### config.mk
export PLATFORM = sky130hd
export DESIGN_NAME = pipeline_hazard_ctrl
export DESIGN_NICKNAME = d
export VERILOG_FILES = /design/src/rtl/pipeline_hazard_ctrl.sv
export SDC_FILE = /design/constraint.sdc
export NUM_CORES = 1
export LEC_CHECK = 0
export ABC_CLOCK_PERIOD_IN_PS = 5700
export BUFFER_PORTS_ARGS = -buffer_cell sky130_fd_sc_hd__buf_2
export CORE_AREA = 10 10 72 74
export DETAILED_ROUTE_END_ITERATION = 16
export DIE_AREA = 0 0 82 84
export PLACE_DENSITY = 0.74
export SETUP_SLACK_MARGIN = 0.15
export SLEW_MARGIN = 20
export SYNTH_ARGS = -nofsm -noshare
export SYNTH_HDL_FRONTEND = slang
export SYNTH_SLANG_ARGS = --single-unit
export TNS_END_PERCENT = 30
### constraint.sdc
create_clock -name clk -period 5.7 [get_ports clk]
set_clock_uncertainty 0.05 [all_clocks]
set_input_delay 0.285 -clock clk [delete_from_list [all_inputs] [get_ports clk]]
set_output_delay 0.285 -clock clk [all_outputs]
set_load 0.02 [all_outputs]
### src/rtl/pipeline_hazard_ctrl.sv
// Stall/flush sequencer for the 5-stage pipeline: load-use, taken-branch and
// multi-cycle data-memory hazards drive hold/flush/bubble controls of every stage.
module pipeline_hazard_ctrl #(
    parameter int FLUSH_CYCLES = 1,
    parameter int MEM_TIMEOUT  = 16,
    parameter int CNT_W        = 16
) (
    input  logic             clk,
    input  logic             reset_n,
    input  logic [4:0]       id_rs,
    input  logic [4:0]       id_rt,
    input  logic             id_uses_rt,
    input  logic [4:0]       ex_rt,
    input  logic             ex_mem_read,
    input  logic             branch_taken,
    input  logic             mem_access,
    input  logic             mem_ready,
    output logic             pc_write,
    output logic             if_id_write,
    output logic             if_id_flush,
    output logic             id_ex_bubble,
    output logic             id_ex_hold,
    output logic             ex_mem_hold,
    output logic             MEM_WB_enable,
    output logic             mem_timeout,
    output logic [CNT_W-1:0] stall_count
);

    localparam logic [1:0] ST_RUN      = 2'd0;
    localparam logic [1:0] ST_FLUSH    = 2'd1;
    localparam logic [1:0] ST_MEM_WAIT = 2'd2;

    localparam logic [2:0] FLUSH_INIT  = 3'(FLUSH_CYCLES - 1);
    localparam logic [7:0] WAIT_LIMIT  = 8'(MEM_TIMEOUT);

    logic [1:0]       state_r;
    logic [1:0]       state_nxt_s;
    logic [2:0]       flush_cnt_r;
    logic [2:0]       flush_cnt_nxt_s;
    logic [7:0]       wait_cnt_r;
    logic [7:0]       wait_cnt_nxt_s;
    logic             mem_timeout_r;
    logic             timeout_set_s;
    logic [CNT_W-1:0] stall_count_r;
    logic             mem_stall_s;
    logic             load_use_s;

    assign mem_stall_s = mem_access & ~mem_ready;
    assign load_use_s  = ex_mem_read & (ex_rt != 5'd0) &
                         ((ex_rt == id_rs) | (id_uses_rt & (ex_rt == id_rt)));

    assign mem_timeout = mem_timeout_r;
    assign stall_count = stall_count_r;

    // Output decode and next-state selection
    always_comb begin
        pc_write        = 1'b1;
        if_id_write     = 1'b1;
        if_id_flush     = 1'b0;
        id_ex_bubble    = 1'b0;
        id_ex_hold      = 1'b0;
        ex_mem_hold     = 1'b0;
        MEM_WB_enable   = 1'b0;
        state_nxt_s     = state_r;
        flush_cnt_nxt_s = flush_cnt_r;
        wait_cnt_nxt_s  = wait_cnt_r;
        timeout_set_s   = 1'b0;
        if (!reset_n) begin
            pc_write      = 1'b0;
            if_id_write   = 1'b0;
            if_id_flush   = 1'b1;
            id_ex_bubble  = 1'b1;
            MEM_WB_enable = 1'b1;
            state_nxt_s   = ST_RUN;
        end else begin
            case (state_r)
                ST_MEM_WAIT: begin
                    if (mem_ready || (wait_cnt_r == WAIT_LIMIT)) begin
                        // Release: EX resumes, so branch and load-use are evaluated afresh
                        if (branch_taken) begin
                            if_id_flush  = 1'b1;
                            id_ex_bubble = 1'b1;
                        end else if (load_use_s) begin
                            pc_write     = 1'b0;
                            if_id_write  = 1'b0;
                            id_ex_bubble = 1'b1;
                        end else begin
                            pc_write     = 1'b1;
                        end
                        MEM_WB_enable  = ~mem_ready;
                        timeout_set_s  = ~mem_ready;
                        state_nxt_s    = ST_RUN;
                        wait_cnt_nxt_s = 8'd0;
                    end else begin
                        pc_write       = 1'b0;
                        if_id_write    = 1'b0;
                        id_ex_hold     = 1'b1;
                        ex_mem_hold    = 1'b1;
                        MEM_WB_enable  = 1'b1;
                        wait_cnt_nxt_s = wait_cnt_r + 8'd1;
                    end
                end
                ST_FLUSH: begin
                    if (mem_stall_s) begin
                        pc_write        = 1'b0;
                        if_id_write     = 1'b0;
                        id_ex_hold      = 1'b1;
                        ex_mem_hold     = 1'b1;
                        MEM_WB_enable   = 1'b1;
                        state_nxt_s     = ST_MEM_WAIT;
                        wait_cnt_nxt_s  = 8'd1;
                        flush_cnt_nxt_s = 3'd0;
                    end else begin
                        if_id_flush     = 1'b1;
                        flush_cnt_nxt_s = flush_cnt_r - 3'd1;
                        if (flush_cnt_r <= 3'd1) begin
                            state_nxt_s = ST_RUN;
                        end else begin
                            state_nxt_s = ST_FLUSH;
                        end
                    end
                end
                default: begin
                    if (mem_stall_s) begin
                        pc_write       = 1'b0;
                        if_id_write    = 1'b0;
                        id_ex_hold     = 1'b1;
                        ex_mem_hold    = 1'b1;
                        MEM_WB_enable  = 1'b1;
                        state_nxt_s    = ST_MEM_WAIT;
                        wait_cnt_nxt_s = 8'd1;
                    end else if (branch_taken) begin
                        if_id_flush  = 1'b1;
                        id_ex_bubble = 1'b1;
                        if (FLUSH_CYCLES > 1) begin
                            state_nxt_s     = ST_FLUSH;
                            flush_cnt_nxt_s = FLUSH_INIT;
                        end else begin
                            state_nxt_s     = ST_RUN;
                        end
                    end else if (load_use_s) begin
                        pc_write     = 1'b0;
                        if_id_write  = 1'b0;
                        id_ex_bubble = 1'b1;
                    end else begin
                        state_nxt_s  = ST_RUN;
                    end
                end
            endcase
        end
    end

    // State, counters and sticky timeout flag
    always_ff @(posedge clk) begin
        if (!reset_n) begin
            state_r       <= ST_RUN;
            flush_cnt_r   <= 3'd0;
            wait_cnt_r    <= 8'd0;
            mem_timeout_r <= 1'b0;
            stall_count_r <= {CNT_W{1'b0}};
        end else begin
            state_r     <= state_nxt_s;
            flush_cnt_r <= flush_cnt_nxt_s;
            wait_cnt_r  <= wait_cnt_nxt_s;
            if (timeout_set_s) begin
                mem_timeout_r <= 1'b1;
            end
            if (!pc_write && (stall_count_r != {CNT_W{1'b1}})) begin
                stall_count_r <= stall_count_r + {{(CNT_W-1){1'b0}}, 1'b1};
            end
        end
    end

endmodule
==> results.ini, run 1 <==
[run_status]
status = finished clean

[yosys]
yosysSeqAreaShare_pct = 32.8
ys.flop_type = dfxtp_1
synth_area_leaders = dfxtp_1, a21oi_1, o21ai_0, ha_1, xor2_1
syn_area_per_cell_um2 = 7.86
synth_nets = 262
yosysWarnings = 0
synth_edf_count = 0
async_flop_share_pct = 0
synth_top_cell_area_share_pct = 32.8
synth_top_family_by_area = simple AND/OR/NAND/NOR gates
synthTopCellsByCount = dfxtp_1, a21oi_1, nand2_1, o21ai_0, nor2_1
synthMuxAreaShare_pct = 3.35
synth_xor_xnor_area_share_pct = 4.78
ys_types = 43
synth_top_area_cell = dfxtp_1
synth-simple-area-share_pct = 29.1
ys_ff_latch = 30
mappedNetlistArea_um2 = 1830
synth_cells = 233
post-synth-top-count-cell = dfxtp_1
synth_compound_area_share_pct = 20.1
synthAdderAreaFrac_pct = 4.78

[critical_path]
crit_slowest_cell = nor4bb_1
slowest_delay_ns = 0.39
crit_family = compound AO/OA/AOI/OAI gates
regToRegEndpoint = stall_count[15]
path_buf_inv = 2
cp_cell_sequence = inv_1 > ha_1 > nor4bb_1 > a21oi_1 > nand2b_1 > o21ai_0 > nand2_1 > o21ai_0 > buf_2
worst_setup_path_end_kind = output pin
reg2reg_from = wait_cnt_r[0]
crit_arrival_ns = 2.48
worstSetupPathType = flip-flop to output pin
cp_max_fo = 7
cp_common_cell = o21ai_0
ff2ff_path_depth = 8
critical_path_required_ns = 5.37
start_kind = flip-flop
reg2reg_slack_ns = 2.99

[sta]
hold_viol = 0
max_freq_ghz = 0.355
hold_ws_ns = 0.334
setup_viol = 0
period_needed_ns = 2.82
maxSlewViolCount = 0
tightest_slew_ns = 0.783
rsz0062_at_grt = false
finalSetupTns_ns = 0
max-slew-margin-rel_pct = 47.8
fin_crit_sh_pct = 49.4
fin_ws_ns = 2.88

[cts]
tritoncts.num_buffers = 5
clock_path_buffers = 2
cts_tree = yes
cts.clk_slew.worst_paths_ns = 0.06
cts_resized = 0
cts_sinks = 30
cts_hold_buf = 0
cts-root-buf = clkbuf_8
clk_latency_ns = 0.29
cts_setup_buffers = 0
cts-htree-levels = 2

[finish]
fillerInstances = 391
post-route-util_pct = 55.9
final_net_count = 303
fin_area_um2 = 2150
final-seq-area_um2 = 601
final_cells = 325
drive_gt1_share_pct = 20.0
multi_input_area_um2 = 1140
synthToLayoutAreaGrowth_pct = 17.7
antenna_cells = 0

[hold_path]
worstHoldEndpoint = stall_count[9]
hold_path_startpoint = reset_n
hold_depth = 2
hold_path_class = input pin to flip-flop

[power]
vdd_drop_max_uv = 113
power.leakage_nw = 0.849
p_total_uw = 455
power.density_nw_per_um2 = 211

[global_route]
grt_max_degree = 30
grt_util_all_layers_pct = 13.9
grt_antenna_before_repair = 0
first_global_vias = 1693
grt_overflow_total = 0
grt_pass1_wl_um = 7740

[routing]
drc_errors = 0
vias = 1820
drt_iter0_markers = 122
antenna_left = 0
routed_via_density = 5.60
drt_wl_total_um = 4580
wl_per_cell_um = 14.1
first_pass_iters = 4

[floorplan]
rows = 23
dieArea_um2 = 6890
ios = 46
die_h_um = 84
initial_core_util_pct = 47.5
core_area_um2 = 3860
die_w_um = 82

[place]
port_buffers = 45
dp_slack_ns = 3.05
dp_cells = 317
dp_hpwl_um = 3420
gp_congestion = 0.811
dpl-instance-area_um2 = 2060

[run]
cap_violations = 0

-- layer usage --
metal / vias to the layer above / track usage (%) / share of wire [%]
met5: - / 0 / 0
met4: 0 / 4.95 / 1.4
li1: 930 / - / -
met3: 7 / 5.60 / 6.6
met2: 37 / 22.5 / 48
met1: 846 / 15.8 / 44
-- state kept, by name, summed over array words and instances (netlist names) --
name         cells
state_r          2
flush_cnt_r      3
mem_timeout      1
wait_cnt_r       8
stall_count     16
-- cell type report --
cell class                      instances  share of cell area (%)
Multi-Input combinational cell        183                    52.8
Timing Repair Buffer                   46                    10.8
Clock buffer                            7                    4.01
Sequential cell                        30                    27.9
Inverter                                8                    1.39
Clock inverter                          1                   0.232
Tap cell                               50                    2.90
-- cell families (layout without fill, tap and decap cells) --
| family | after synthesis | after routing |
|---|---|---|
| simple gates | 98 | 98 |
| xor+xnor | 10 | 10 |
| flops | 30 | 30 |
| mux | 6 | 6 |
| compound gates | 62 | 62 |
| buf+inv | 20 | 62 |
| fa+ha+maj | 7 | 7 |
-- where the power goes --
group          switching [mW]  internal [mW]  leakage (nW)
Combinational          0.0367         0.0218         0.558
Sequential            0.00343          0.212         0.242
Clock                  0.0832         0.0973        0.0482
Total                   0.123          0.332         0.849
-- cells in the final DEF (no fill, tap or decap), types with 6 or more instances in the layout --
cell and n:
buf_2 45, nand2_1 20, nor2_1 17, o21ai_0 19, nand3_1 9, dfxtp_1 30
or3_1 7, nand2b_1 6, or4_1 7, a21oi_1 22, xor2_1 9, o31ai_1 6
ha_1 7, inv_1 8, clkbuf_8 6
-- how the worst max path moves through the flow --
| stage | from | endpoint | slack [ns] | depth (start not counted) |
|---|---|---|---|---|
| 2_1_floorplan | wait_cnt_r[0] | pc_write | 3.15 | 9 |
| 3_3_place_gp | wait_cnt_r[0] | stall_count[13] | 3.18 | 8 |
| 3_5_place_dp | wait_cnt_r[0] | stall_count[15] | 3.05 | 8 |
| 4_1_cts | wait_cnt_r[0] | if_id_write | 2.91 | 9 |
| 5_1_grt | wait_cnt_r[0] | if_id_write | 2.64 | 9 |
| 6_report | wait_cnt_r[0] | if_id_write | 2.88 | 9 |
Power figures use the tool's default switching activity.
==> run 2: changes to the inputs <==
ABC_CLOCK_PERIOD_IN_PS = 2800   (was 5700)
clock period = 2.8 ns   (was 5.7 ns; I/O delays follow)
==> run 2 against run 1 <==
Combinational power rose by 110%. Global-route usage fell by 0.060 points. Sequential share of layout area fell by 0.41 points. Largest power group unchanged. Wire length fell by 0.57%. Sequential power rose by 100%. Critical path type unchanged. Highest routed layer unchanged. Non-clock buffer count rose by 3. Count of clock-buffer cells in the layout did not move. Sequential cell count did not move.
==> results.ini, run 2 (synthesis gave the netlist of run 1 again) <==
[finish]
fin_area_um2 = 2190  ; +1.5%
antenna_cells = 0  ; unchanged
synthToLayoutAreaGrowth_pct = 19.5
final_cells = 328  ; +0.92%
final_cell_mix = buf_2, dfxtp_1, a21oi_1
largest_register_ffs = 16  ; unchanged
final_net_count = 306  ; +0.99%
final_common_cell = buf_2
drive_gt1_share_pct = 21.6  ; +1.6 points

[sta]
hold_viol = 0  ; unchanged
max-slew-margin-rel_pct = 69.3  ; +21 points
fin_crit_sh_pct = 87.0
period_needed_ns = 2.44
maxSlewViolCount = 0  ; unchanged
finalSetupTns_ns = 0  ; unchanged
rsz0062_at_grt = false
setup_viol = 0  ; unchanged
hold_ws_ns = 0.194  ; -0.139 ns
max_freq_ghz = 0.411
tightest_slew_ns = 0.461  ; -0.322 ns

[routing]
wl_per_cell_um = 13.9  ; -1.5%
met1_length_um = 1960  ; -1.9%
first_pass_iters = 5  ; +1
highest_layer = met4
drt_wl_total_um = 4560  ; -0.57%
routed_via_density = 5.59  ; -0.15%
drc_errors = 0  ; unchanged
met3WireLength_um = 266  ; -13%
antenna_left = 0  ; unchanged
drt_iter0_markers = 112  ; -8.2%
vias = 1834  ; +0.77%
dr_wl_met2_um = 2310  ; +4.0%

[critical_path]
critical_path_required_ns = 2.61  ; -2.76 ns
worst_setup_path_end_kind = output pin
cp_max_fo = 7  ; unchanged
cp_cell_sequence = inv_1 > ha_1 > nor4bb_2 > a21oi_2 > nand2b_1 > o21ai_0 > nand2_1 > o21ai_1 > buf_2
crit_arrival_ns = 2.25  ; -0.23 ns
start_kind = flip-flop
worstSetupPathType = flip-flop to output pin
slowest_delay_ns = 0.37  ; -0.02 ns
crit_slowest_cell = nor4bb_2

[global_route]
first_global_vias = 1838  ; +8.6%
grt_max_degree = 30  ; unchanged
grt_antenna_before_repair = 0  ; unchanged
grt_pass1_wl_um = 7900  ; +2.1%
grt_overflow_total = 0  ; unchanged
grt_util_all_layers_pct = 13.8  ; -0.060 points

[cts]
cts-root-buf = clkbuf_8
cts-htree-levels = 2  ; unchanged
tritoncts.num_buffers = 5  ; unchanged
cts_sinks = 30  ; unchanged
clock_path_buffers = 2  ; unchanged
cts_tree = yes
cts_setup_buffers = 0  ; unchanged
cts.clk_slew.worst_paths_ns = 0.06  ; about the same
clk_latency_ns = 0.28  ; about the same

[run_status]
status = finished clean

[place]
dp_cells = 320  ; +0.95%
port_buffers = 45  ; unchanged
dpl-instance-area_um2 = 2090  ; +1.1%
dp_hpwl_um = 3470  ; +1.4%
gp_congestion = 0.856  ; +5.6%

[power]
power.density_nw_per_um2 = 422  ; +100%
vdd_drop_max_uv = 288  ; +150%
power.leakage_nw = 0.866  ; +2.0%

[hold_path]
hold_path_class = input pin to flip-flop

[run]
cap_violations = 0  ; unchanged

[floorplan]
rows = 23  ; unchanged
die_w_um = 82  ; unchanged
core_area_um2 = 3860  ; unchanged
die_h_um = 84  ; unchanged
initial_core_util_pct = 47.5  ; unchanged
ios = 46  ; unchanged
dieArea_um2 = 6890  ; unchanged

-- run 2: cell count changes in the layout (fill, tap and decap cells not counted), sizes merged --
cell / delta
buf: +3
-- run 2: final cells by class --
class | instances | area (µm²)
clock inverters | 1 | 5.00
flip-flops and latches | 30 | 601
multi-input cells | 183 | 1150
clock buffers | 7 | 86.3
well taps | 50 | 62.6
repair buffers | 49 | 255
inverters | 8 | 30.0
fillers | 396 | 1670
-- run 2: path summary, 6_finish.rpt --
check	slack [ns]	depth (start not counted)	from	end
worst min register to register	0.42	2	flush_cnt_r[2]	flush_cnt_r[2]
worst min-delay path	0.19	2	reset_n	stall_count[9]
worst max register to register	0.46	9	wait_cnt_r[0]	stall_count[11]
worst max-delay path	0.36	9	wait_cnt_r[0]	if_id_write
-- run 2: metal layers --
layer / global-route usage (%) / up-vias
met2: 23.6 / 41
li1: - / 946
met1: 15.1 / 842
met4: 4.64 / 0
met5: 0 / -
met3: 5.06 / 5
-- run 2: where the power goes --
part | total, mW | internal, mW | switching [mW]
Combinational | 0.123 | 0.0473 | 0.0756
Clock | 0.360 | 0.198 | 0.162
Sequential | 0.439 | 0.433 | 0.00677
Total | 0.922 | 0.678 | 0.244
-- run 2: timing repair --
action                                  4_1_cts  5_1_grt
hold buffers                                  0        0
endpoints found under the hold margin         0        0
endpoints found under the setup margin        0        2
gates resized for setup                       0        3
-- run 2: worst max-delay path: cells and delay by family, from the launching register on --
kind,cells,cell delay (ns)
AND/OR/NAND/NOR,3,0.64
AO/OA/AOI/OAI,3,0.58
flip-flops,1,0.34
buffers and inverters,2,0.26
adder cells (fa/ha/maj),1,0.14
-- run 2: per-stage QoR --
stage,util [%],setup slack [ns],total power [mW]
3_3_place_gp,54.1,0.458,0.568
3_5_place_dp,54.1,0.409,0.570
6_report,56.7,0.364,0.922
2_1_floorplan,-,0.396,0.530
5_1_grt,56.7,0.147,0.969
4_1_cts,56.5,0.219,0.929
==> run 3: changes to the inputs <==
ABC_AREA = 1   (was default)
CORE_AREA = 10 10 76 78   (was 10 10 72 74)
DIE_AREA = 0 0 86 88   (was 0 0 82 84)
PLACE_DENSITY = 0.72   (was 0.74)
==> run 3 against run 2 <==
Wire length is 5.3% higher. Register-to-register slack better by 0.25 ns. First-iteration DRC count decreased by 22%. Power rose by 14%. Sequential cell count unchanged. Sequential share of layout area decreased by 2.5 points. Core utilization down 0.71 points. Synthesized cell count is 35% higher. Setup slack improved by 0.18 ns. Cell count rose by 26%. Critical endpoint is now pc_write.
==> results.ini, run 3 <==
[run_status]
status = finished clean

[hold_path]
hold_path_startpoint = reset_n
hold_depth = 3  ; +1
hold_path_class = input pin to flip-flop
worstHoldEndpoint = flush_cnt_r[2]

[power]
power.leakage_nw = 1.15  ; +33%
vdd_drop_max_uv = 263  ; -8.6%
power.density_nw_per_um2 = 439  ; +4.1%

[sta]
period_needed_ns = 2.25  ; -0.181 ns
fin_crit_sh_pct = 80.5  ; -6.5 points
tightest_slew_ns = 0.646  ; +0.185 ns
max-slew-margin-rel_pct = 56.8  ; -13 points
finalSetupTns_ns = 0  ; unchanged
hold_viol = 0  ; unchanged
maxSlewViolCount = 0  ; unchanged
max_freq_ghz = 0.443  ; +8.0%
rsz0062_at_grt = false
setup_viol = 0  ; unchanged

[finish]
final_net_count = 388  ; +27%
drive_gt1_share_pct = 22.5  ; +0.92 points
fin_area_um2 = 2400  ; +10%
synthToLayoutAreaGrowth_pct = 17.4
antenna_cells = 0  ; unchanged
final_cell_mix = nand2_1, inv_1, buf_2
final_common_cell = nand2_1
largest_register_ffs = 16  ; unchanged
post-route-util_pct = 56.0  ; -0.71 points
final_cells = 412  ; +26%
fillerInstances = 446  ; +13%
final-seq-area_um2 = 601  ; unchanged
multi_input_area_um2 = 1200  ; +4.5%

[floorplan]
initial_core_util_pct = 47.7  ; +0.23 points
dieArea_um2 = 7570  ; +9.9%
die_h_um = 88  ; +4.8%
core_area_um2 = 4290  ; +11%
ios = 46  ; unchanged
rows = 24  ; +4.3%
die_w_um = 86  ; +4.9%

[critical_path]
crit_slowest_cell = dfxtp_1
cp_max_fo = 19  ; +12
reg2reg_from = stall_count[1]
cp_cell_sequence = inv_1 > ha_1 > nand3_1 > or2_1 > nand2_1 > nand2_1 > nand2_1 > nand2_1 > nand2_1 > nand2_2 > inv_1 > buf_2
start_kind = flip-flop
path_buf_inv = 3  ; +1
reg2reg_slack_ns = 0.71  ; +0.25 ns
critical_path_required_ns = 2.61  ; about the same
cp.depth = 12  ; +3
worst_setup_path_end_kind = output pin
slowest_delay_ns = 0.35  ; -0.02 ns
crit_family = simple AND/OR/NAND/NOR gates
crit_arrival_ns = 2.06  ; -0.19 ns
ff2ff_path_depth = 11  ; +2
regToRegEndpoint = stall_count[8]
worstSetupPathType = flip-flop to output pin
cp_common_cell = nand2_1

[global_route]
busiest_layer = met2
grt_overflow_total = 0  ; unchanged
use_met1_pct = 15.0  ; -0.10 points
grt_util_all_layers_pct = 12.8  ; -1.0 points
grtUsageMet2_pct = 21.2  ; -2.4 points
grt_pass1_wl_um = 8190  ; +3.7%
grt_max_degree = 22  ; -27%
grt_antenna_before_repair = 0  ; unchanged
grt_use_met3_pct = 4.36  ; -0.70 points
first_global_vias = 1905  ; +3.6%

[cts]
clk_latency_ns = 0.28  ; about the same
cts-root-buf = clkbuf_8
cts_setup_buffers = 0  ; unchanged
cts_tree = yes
clock_path_buffers = 2  ; unchanged
cts_resized = 0  ; unchanged
cts_hold_buf = 0  ; unchanged
cts_sinks = 30  ; unchanged
cts-htree-levels = 2  ; unchanged
tritoncts.num_buffers = 5  ; unchanged
cts.clk_slew.worst_paths_ns = 0.07  ; about the same

[routing]
wl_per_cell_um = 11.6  ; -16%
drt_wl_total_um = 4800  ; +5.3%
vias = 2031  ; +11%
routed_via_density = 4.93  ; -12%
drc_errors = 0  ; unchanged
antenna_left = 0  ; unchanged
drt_iter0_markers = 87  ; -22%
first_pass_iters = 4  ; -1

[yosys]
yosysWarnings = 0  ; unchanged
ys_ff_latch = 30  ; unchanged
async_flop_share_pct = 0  ; unchanged
synth_nets = 343  ; +31%
synthTopCellsByCount = nand2_1, inv_1, nor2_1, dfxtp_1, nand3_1
mappedNetlistArea_um2 = 2050  ; +12%
synth_cells = 314  ; +35%
post-synth-top-count-cell = nand2_1
syn_area_per_cell_um2 = 6.52  ; -17%
ys.flop_type = dfxtp_1
synth_top_area_cell = dfxtp_1
synth_top_cell_area_share_pct = 29.3  ; -3.5 points
yosysSeqAreaShare_pct = 29.3  ; -3.5 points
ys_types = 35  ; -19%
synth_area_leaders = dfxtp_1, nand2_1, inv_1, nand3_1, nor2_1
synth_edf_count = 0  ; unchanged

[place]
dp_hpwl_um = 3680  ; +6.2%
dpl-instance-area_um2 = 2300  ; +10%
port_buffers = 45  ; unchanged
dp_cells = 404  ; +26%
gp_congestion = 0.833  ; -2.8%

[run]
cap_violations = 0  ; unchanged

## run 3: final cells by class
class / instances / share of cell area [%]
inverter: 53 / 8.27
tap: 52 / 2.71
clock buffer: 5 / 2.86
timing repair buffer: 46 / 9.68
sequential: 30 / 25.0
clock inverter: 3 / 1.66
multi-input combinational: 223 / 49.8
## run 3: power breakdown
part           switching (mW)  internal, mW
Sequential             0.0110         0.436
Clock                   0.175         0.262
Combinational           0.114        0.0579
## run 3: cell families (layout without fill, tap and decap cells)
| logic type | after synthesis | after routing | synth area share [%] |
|---|---|---|---|
| adder cells (fa/ha/maj) | 7 | 7 | 4.28 |
| AO/OA/AOI/OAI | 43 | 43 | 13.6 |
| flip-flops | 30 | 30 | 29.3 |
| XOR/XNOR | 14 | 14 | 5.99 |
| buffers and inverters | 61 | 107 | 12.2 |
| AND/OR/NAND/NOR | 159 | 159 | 34.7 |
## run 3: metrics by stage
step                hold WS [ns]  power, mW  setup slack [ns]
global placement           0.394      0.627             0.773
detailed placement         0.401      0.631             0.735
CTS                        0.146       1.06             0.537
finish                     0.147       1.06             0.545
global route               0.161       1.10             0.319
floorplan                  0.256      0.581             0.861
## run 3: worst max path at each step
stage,start,endpoint
finish,wait_cnt_r[0],pc_write
global route,wait_cnt_r[0],if_id_write
CTS,wait_cnt_r[0],pc_write
detailed placement,stall_count[1],stall_count[8]
global placement,stall_count[1],stall_count[14]
floorplan,stall_count[1],stall_count[10]
## run 3: worst register-to-register path: cells and delay by family (launching register included)
family / cells / cell delay, ns
AOI/OAI and AO/OA: 1 / 0.12
adders and majority gates: 1 / 0.22
buffers and inverters: 2 / 0.17
DFF: 1 / 0.41
and+or+nand+nor: 7 / 1.07
## run 3: metal layers
metal / wire (µm) / vias up
met3: 285 / 7
met5: 0 / -
met1: 2300 / 897
li1: - / 1081
met4: 70 / 0
met2: 2140 / 46
